`src/rtl/rpc2_ctrl_trans_buf.sv`:
```
// ---------------------------------------------------------------------------
// rpc2_ctrl_trans_buf
//
// Command buffer sitting directly behind the two-input read/write
// transaction arbiter. A granted command (arb_valid & arb_ready) is muxed
// from the read or write payload according to arb_selector. It is tagged
// with a wrapping sequence number and stored in a small pointer-based FIFO.
// The FIFO head is presented to the RPC2 memory sequencer over a
// valid/ready interface.
//
// Optional feature macro: RPC2_CTRL_TRANS_BUF_BYPASS_EN
//   When defined, an empty buffer forwards the arbiter command to the
//   sequencer combinationally (zero latency). If the sequencer takes it in
//   the same cycle, it is never written to storage; only the tag advances.
//   When undefined, every command passes through storage, giving a fixed
//   one-cycle latency.
//
// Ports:
//   clk            clock, all logic on the rising edge
//   rst_n          synchronous active-low reset
//   arb_valid      arbiter has a granted command
//   arb_selector   0 = write command, 1 = read command
//   arb_ready      buffer can accept a command (depends on state only)
//   wr_addr/len/id write command payload
//   rd_addr/len/id read command payload
//   cmd_valid      head command valid toward the sequencer
//   cmd_ready      sequencer accepts the head command
//   cmd_write      1 = write, 0 = read
//   cmd_addr/len/id head command payload
//   cmd_tag        sequence tag of the head command
//   buf_count      current occupancy
// ---------------------------------------------------------------------------
module rpc2_ctrl_trans_buf #(
  parameter int ADDR_WIDTH = 32,
  parameter int LEN_WIDTH  = 8,
  parameter int ID_WIDTH   = 4,
  parameter int DEPTH      = 2,
  parameter int TAG_WIDTH  = 4
) (
  input  logic                     clk,
  input  logic                     rst_n,
  input  logic                     arb_valid,
  input  logic                     arb_selector,
  output logic                     arb_ready,
  input  logic [ADDR_WIDTH-1:0]    wr_addr,
  input  logic [LEN_WIDTH-1:0]     wr_len,
  input  logic [ID_WIDTH-1:0]      wr_id,
  input  logic [ADDR_WIDTH-1:0]    rd_addr,
  input  logic [LEN_WIDTH-1:0]     rd_len,
  input  logic [ID_WIDTH-1:0]      rd_id,
  output logic                     cmd_valid,
  input  logic                     cmd_ready,
  output logic                     cmd_write,
  output logic [ADDR_WIDTH-1:0]    cmd_addr,
  output logic [LEN_WIDTH-1:0]     cmd_len,
  output logic [ID_WIDTH-1:0]      cmd_id,
  output logic [TAG_WIDTH-1:0]     cmd_tag,
  output logic [$clog2(DEPTH):0]   buf_count
);

  localparam int IDX_W   = $clog2(DEPTH);
  localparam int PTR_W   = IDX_W + 1;
  localparam int ENTRY_W = 1 + ADDR_WIDTH + LEN_WIDTH + ID_WIDTH + TAG_WIDTH;

  if (DEPTH < 2 || (DEPTH & (DEPTH - 1)) != 0) begin : g_bad_depth
    $error("rpc2_ctrl_trans_buf: DEPTH must be a power of two and at least 2");
  end

  logic [PTR_W-1:0]   wr_ptr;
  logic [PTR_W-1:0]   rd_ptr;
  logic [TAG_WIDTH-1:0] tag_cnt;
  logic [ENTRY_W-1:0] mem [DEPTH];

  logic [ENTRY_W-1:0] in_entry;
  logic [ENTRY_W-1:0] head_entry;
  logic [ENTRY_W-1:0] out_entry;
  logic full;
  logic empty;
  logic push;
  logic pop;
  logic wr_en;
  logic rd_en;
  logic bypass_take;

  // Pointers carry one extra wrap bit: equal means empty, equal except for
  // the wrap bit means full.
  assign empty = (wr_ptr == rd_ptr);
  assign full  = (wr_ptr[IDX_W] != rd_ptr[IDX_W]) &&
                 (wr_ptr[IDX_W-1:0] == rd_ptr[IDX_W-1:0]);

  // Ready is a pure function of the pointer registers so that no
  // combinational path exists from arb_valid or cmd_ready back to the
  // arbiter. A full buffer therefore stalls even if a pop happens now.
  assign arb_ready = ~full;
  assign buf_count = wr_ptr - rd_ptr;

  // Granted command with the tag it will carry; cmd_write is the inverse of
  // the selector.
  always_comb begin
    in_entry = '0;
    if (arb_selector) begin
      in_entry = {1'b0, rd_addr, rd_len, rd_id, tag_cnt};
    end else begin
      in_entry = {1'b1, wr_addr, wr_len, wr_id, tag_cnt};
    end
  end

  assign head_entry = mem[rd_ptr[IDX_W-1:0]];

`ifdef RPC2_CTRL_TRANS_BUF_BYPASS_EN
  // An empty buffer hands the arbiter command straight through. If the
  // sequencer takes it this cycle, it never touches storage.
  assign bypass_take = empty & arb_valid & cmd_ready;
  assign cmd_valid   = empty ? arb_valid : 1'b1;
  assign out_entry   = (empty & arb_valid) ? in_entry : head_entry;
`else
  assign bypass_take = 1'b0;
  assign cmd_valid   = ~empty;
  assign out_entry   = head_entry;
`endif

  assign push  = arb_valid & arb_ready;
  assign pop   = cmd_valid & cmd_ready;
  assign wr_en = push & ~bypass_take;
  assign rd_en = pop & ~empty;

  assign {cmd_write, cmd_addr, cmd_len, cmd_id, cmd_tag} = out_entry;

  // Pointer, tag and storage update. On reset, only the slot that becomes
  // the head is cleared, so the payload outputs read zero afterwards while
  // the rest of the array keeps stale data. Any in-flight handshake is
  // dropped.
  always_ff @(posedge clk) begin
    if (!rst_n) begin
      wr_ptr                <= '0;
      rd_ptr                <= '0;
      tag_cnt               <= '0;
      mem[{IDX_W{1'b0}}]    <= '0;
    end else begin
      if (wr_en) begin
        mem[wr_ptr[IDX_W-1:0]] <= in_entry;
        wr_ptr                 <= wr_ptr + PTR_W'(1);
      end
      if (rd_en) begin
        rd_ptr <= rd_ptr + PTR_W'(1);
      end
      if (push) begin
        tag_cnt <= tag_cnt + TAG_WIDTH'(1);
      end
    end
  end

endmodule

```
`config.mk`:
```
export PLATFORM = sky130hd
export DESIGN_NAME = rpc2_ctrl_trans_buf
export DESIGN_NICKNAME = d
export VERILOG_FILES = /design/src/rtl/rpc2_ctrl_trans_buf.sv
export SDC_FILE = /design/constraint.sdc
export NUM_CORES = 1
export LEC_CHECK = 0
export CORE_MARGIN = 10
export CORE_UTILIZATION = 52
export CTS_BUF_LIST = sky130_fd_sc_hd__clkbuf_4
export CTS_CLUSTER_DIAMETER = 40
export DETAILED_ROUTE_END_ITERATION = 12
export GPL_TIMING_DRIVEN = 0
export PLACE_DENSITY = 0.95
export SYNTH_ARGS = -nofsm -noshare
export SYNTH_HDL_FRONTEND = slang
export SYNTH_SLANG_ARGS = --single-unit
```
`constraint.sdc`:
```
create_clock -name clk -period 10.1 [get_ports clk]
set_input_delay 2.02 -clock clk [delete_from_list [all_inputs] [get_ports clk]]
set_output_delay 2.02 -clock clk [all_outputs]
set_load 0.02 [all_outputs]
```
==> results_tabular.tex <==
\begin{tabular}{lr}
\hline
Metric & Value \\
\hline
\multicolumn{2}{l}{\textbf{Floorplanning}} \\
\quad Overall die area & 13300 um\^{}2 \\
\quad Area of the core & between 8000 and 9000 um\^{}2 \\
\quad Horizontal die dimension & around 120 um \\
\quad FP Rows & 34 \\
\quad Y dimension of the die & about 120 um \\
\quad Initial Utilization & 0.539 \\
\quad \# IOs & about 150 \\
\multicolumn{2}{l}{\textbf{STA}} \\
\quad Largest clock skew in the final design & 0.0171 ns \\
\quad Measured slew at the worst slew-check pin & between 0.8 and 0.9 ns \\
\quad Minimum period implied by the final worst setup slack & 4.37 ns \\
\quad Setup repair after global routing missed its margin & false \\
\quad Tcrit/Tclk final & 0.433 \\
\quad Max frequency & approximately 230 MHz \\
\quad Max-Slew Margin vs Limit & 0.436 \\
\quad Pins over their slew limit & 0 \\
\quad Number of hold-slack violations in the final timing report & 0 \\
\quad Total negative slack for setup checks & 0 ns \\
\quad Finish-stage setup viols & 0 \\
\multicolumn{2}{l}{\textbf{Worst setup path}} \\
\quad Cell depth of the worst flop-to-flop path & 9 \\
\quad Critical path startpoint category & flip-flop \\
\quad Max FO, Critical Path & 10 \\
\quad Minimum setup slack among reg-to-reg paths & 7.16 ns \\
\quad Critical path data arrival time & about 2.4 ns \\
\quad Data required time at the worst endpoint & just over 8 ns \\
\quad Critical Setup Path Class & reg -> out \\
\quad Crit end category & output port \\
\quad Reg-to-Reg End & mem[1][25] \\
\quad Worst reg2reg path startpoint & wr\_ptr[0] \\
\multicolumn{2}{l}{\textbf{Placement}} \\
\quad Placed wire-length estimate & slightly below 9000 um \\
\quad Number of buffers inserted by port buffering & roughly 140 \\
\quad Routability-driven placement congestion ratio & 0.815 \\
\multicolumn{2}{l}{\textbf{Synth}} \\
\quad Main combinational cell family by area after synthesis & multiplexers \\
\quad Xor-xnor portion of the synthesized cell area & 0.00715 \\
\quad Mean area per synthesized cell & about 15 um\^{}2 \\
\quad Net count after synthesis & between 400 and 500 \\
\quad Count of different cell masters after synthesis & 28 \\
\quad Count of synthesis-stage warnings from yosys & 0 \\
\quad Sequential cell area fraction in the yosys report & 0.661 \\
\quad Proportion of synthesized area in mux cells & 0.227 \\
\quad Area fraction in compound gates after synthesis & 0.0156 \\
\quad Register bit count reported by yosys & $\sim$110 \\
\quad Share of synthesized cell area in and, or, nand and nor gates & 0.0593 \\
\quad Arithmetic-cell share of the synthesized area counting full adders, half adders and majority gates & 0.00530 \\
\quad Post-synth design cell area & around 4700 um\^{}2 \\
\quad Mapped Cells & approximately 320 \\
\multicolumn{2}{l}{\textbf{Flow run}} \\
\quad Max capacitance violation total & 0 \\
\multicolumn{2}{l}{\textbf{Power}} \\
\quad Total power & 1.28 mW \\
\quad Cell Pwr Density & roughly 200 nW/um\^{}2 \\
\quad Peak VDD IR & 0.179 mV \\
\quad Lkg Pwr & about 2.5 nW \\
\multicolumn{2}{l}{\textbf{Detailed routing}} \\
\quad Avg Vias per Cell & between 5 and 6 \\
\quad Number of detailed-routing iterations run before antenna repair & 4 \\
\quad Count of antenna-violating nets left after detailed routing & 0 \\
\quad \# DRC & 0 \\
\quad Initial DRC count & $\sim$120 \\
\quad Via count & $\sim$3100 \\
\quad Routed wire length & between 10000 and 15000 um \\
\quad Wire length per cell after detailed routing & between 15 and 20 um \\
\multicolumn{2}{l}{\textbf{Clock network}} \\
\quad CTS tree & done \\
\quad TritonCTS Sinks & 107 \\
\quad Hold buffer count at cts & 0 \\
\quad Resized Gates After CTS & 0 \\
\quad Skew-Pair Late Insertion Delay & roughly 0.44 ns \\
\quad Inserted Clock Buffers & 9 \\
\quad Depth of the CTS H-tree & 3 \\
\quad Clk Tree Root Cell & clkbuf\_4 \\
\quad Number of buffers inserted to repair setup after CTS & 0 \\
\quad Clock transition time at the flip-flop clock pins of the worst setup and hold paths & about 0.14 ns \\
\quad Max clock buf depth & 2 \\
\multicolumn{2}{l}{\textbf{Final layout}} \\
\quad Utilization after layout & 0.744 \\
\quad Highest-count cells in the layout ignoring fill and taps & clkdlybuf4s50\_1, edfxtp\_1, mux2i\_1 \\
\quad Count of antenna diodes in the layout & 0 \\
\quad Count of nets after finishing & roughly 570 \\
\quad Area added between synthesis and finish & 38.0\% \\
\quad Leading cell type in the layout, fill and taps excluded & clkdlybuf4s50\_1 \\
\quad Fraction of final layout cells sized beyond drive strength 1 & 0.177 \\
\multicolumn{2}{l}{\textbf{Global route}} \\
\quad Maximum number of pins on one net before global-route repair & 27 \\
\quad Initial antenna violation count & 0 \\
\quad First-pass GRT wire length & 17800 um \\
\quad Final global-route overflow total & 0 \\
\quad Global router's overall resource usage & 0.172 \\
\quad Number of global-route vias before repair & approximately 3500 \\
\multicolumn{2}{l}{\textbf{Worst hold path}} \\
\quad Destination of the worst hold path & tag\_cnt[3] \\
\quad Min-delay src & tag\_cnt[3] \\
\quad Path type of the worst min-delay path & reg -> reg \\
\quad Worst hold path depth & 2 \\
\multicolumn{2}{l}{\textbf{Status}} \\
\quad Status & completed \\
\hline
\end{tabular}
[layer usage]
metal  vias up  GRT usage  wire, um
li1       1477          -         -
met2        99      0.319      6240
met1      1527      0.183      4330
met3        12     0.0531       779
met4         0     0.0495       129
met5         -          0         0
[report_power, final]
| part | total, mW | internal, mW | switching [mW] |
|---|---|---|---|
| registers | 0.559 | 0.540 | 0.0185 |
| logic | 0.481 | 0.242 | 0.239 |
| clock network | 0.238 | 0.106 | 0.133 |
| total | 1.28 | 0.887 | 0.390 |
[worst max path at each step]
stage | from | endpoint | slack (ns) | cells after the start
2_1_floorplan | arb_valid | mem[1][0] | 5.15 | 4
6_report | flip-flop | cmd_addr[9] | 5.73 | 4
4_1_cts | flip-flop | cmd_addr[9] | 5.67 | 4
3_3_place_gp | rst_n | mem[1][30] | 3.33 | 5
3_5_place_dp | rst_n | mem[1][32] | 5.59 | 6
5_1_grt | flip-flop | cmd_addr[9] | 5.57 | 4
[synthesized netlist by cell type]
cell / n / share of area
buf_6: 1 / 0.0024
mux2i_1: 52 / 0.11
mux2_2: 49 / 0.12
xnor2_2: 1 / 0.0034
edfxtp_1: 98 / 0.62
a21boi_2: 1 / 0.0024
buf_1: 2 / 0.0016
clkbuf_1: 2 / 0.0016
ha_1: 2 / 0.0053
nand4b_1: 1 / 0.0019
xor2_1: 1 / 0.0019
nand2_1: 12 / 0.0095
or3_1: 1 / 0.0013
nand4_1: 2 / 0.0026
a21oi_1: 4 / 0.0042
buf_2: 11 / 0.012
dfxtp_1: 9 / 0.038
nand2b_1: 1 / 0.0013
inv_1: 7 / 0.0056
xnor2_1: 1 / 0.0019
o21ai_0: 1 / 0.0011
o211ai_2: 1 / 0.0026
and3_1: 1 / 0.0013
buf_4: 1 / 0.0016
a21o_1: 1 / 0.0016
a311o_1: 1 / 0.0021
a211oi_1: 1 / 0.0016
nor2_1: 52 / 0.041
[flip-flops by register name, summed over array words and instances, names as in the netlist, named ones only]
name,flops
tag_cnt,4
mem,98
wr_ptr,2
rd_ptr,2
[area by class of cell]
cell class | instances | area (um^2)
Multi-Input combinational cell | 186 | 1490
Clock buffer | 11 | 82.6
Clock inverter | 5 | 77.6
Timing Repair Buffer | 146 | 1490
Fill cell | 562 | 2250
Sequential cell | 107 | 3120
Inverter | 7 | 26.3
Buffer | 17 | 88.8
Tap cell | 108 | 135
[cells by family after synthesis]
family / count (synthesis)
buffers and inverters: 24
xor gates and xnor gates: 3
and+or+nand+nor: 70
adders and majority gates: 2
muxes: 101
AOI/OAI and AO/OA: 10
DFF: 107
[stage by stage]
| step | hold WS, ns | instance area (um^2) | worst slack [ns] | std cells |
|---|---|---|---|---|
| 5_1_grt | 0.513 | 6520 | 5.57 | 587 |
| 4_1_cts | 0.476 | 6520 | 5.67 | 587 |
| 3_3_place_gp | 0.444 | 6300 | 3.33 | 569 |
| 2_1_floorplan | 0.435 | 4720 | 5.15 | 317 |
| 3_5_place_dp | 0.457 | 6360 | 5.59 | 571 |
| 6_report | 0.476 | 6520 | 5.73 | 587 |
[critical path, stage by stage (launching register included)]
cell	delay, ns
dfxtp_1	0.42
buf_2	0.28
buf_2	0.30
mux2_2	0.37
clkdlybuf4s50_1	0.56
No activity file was read; power rests on OpenSTA's default activity.
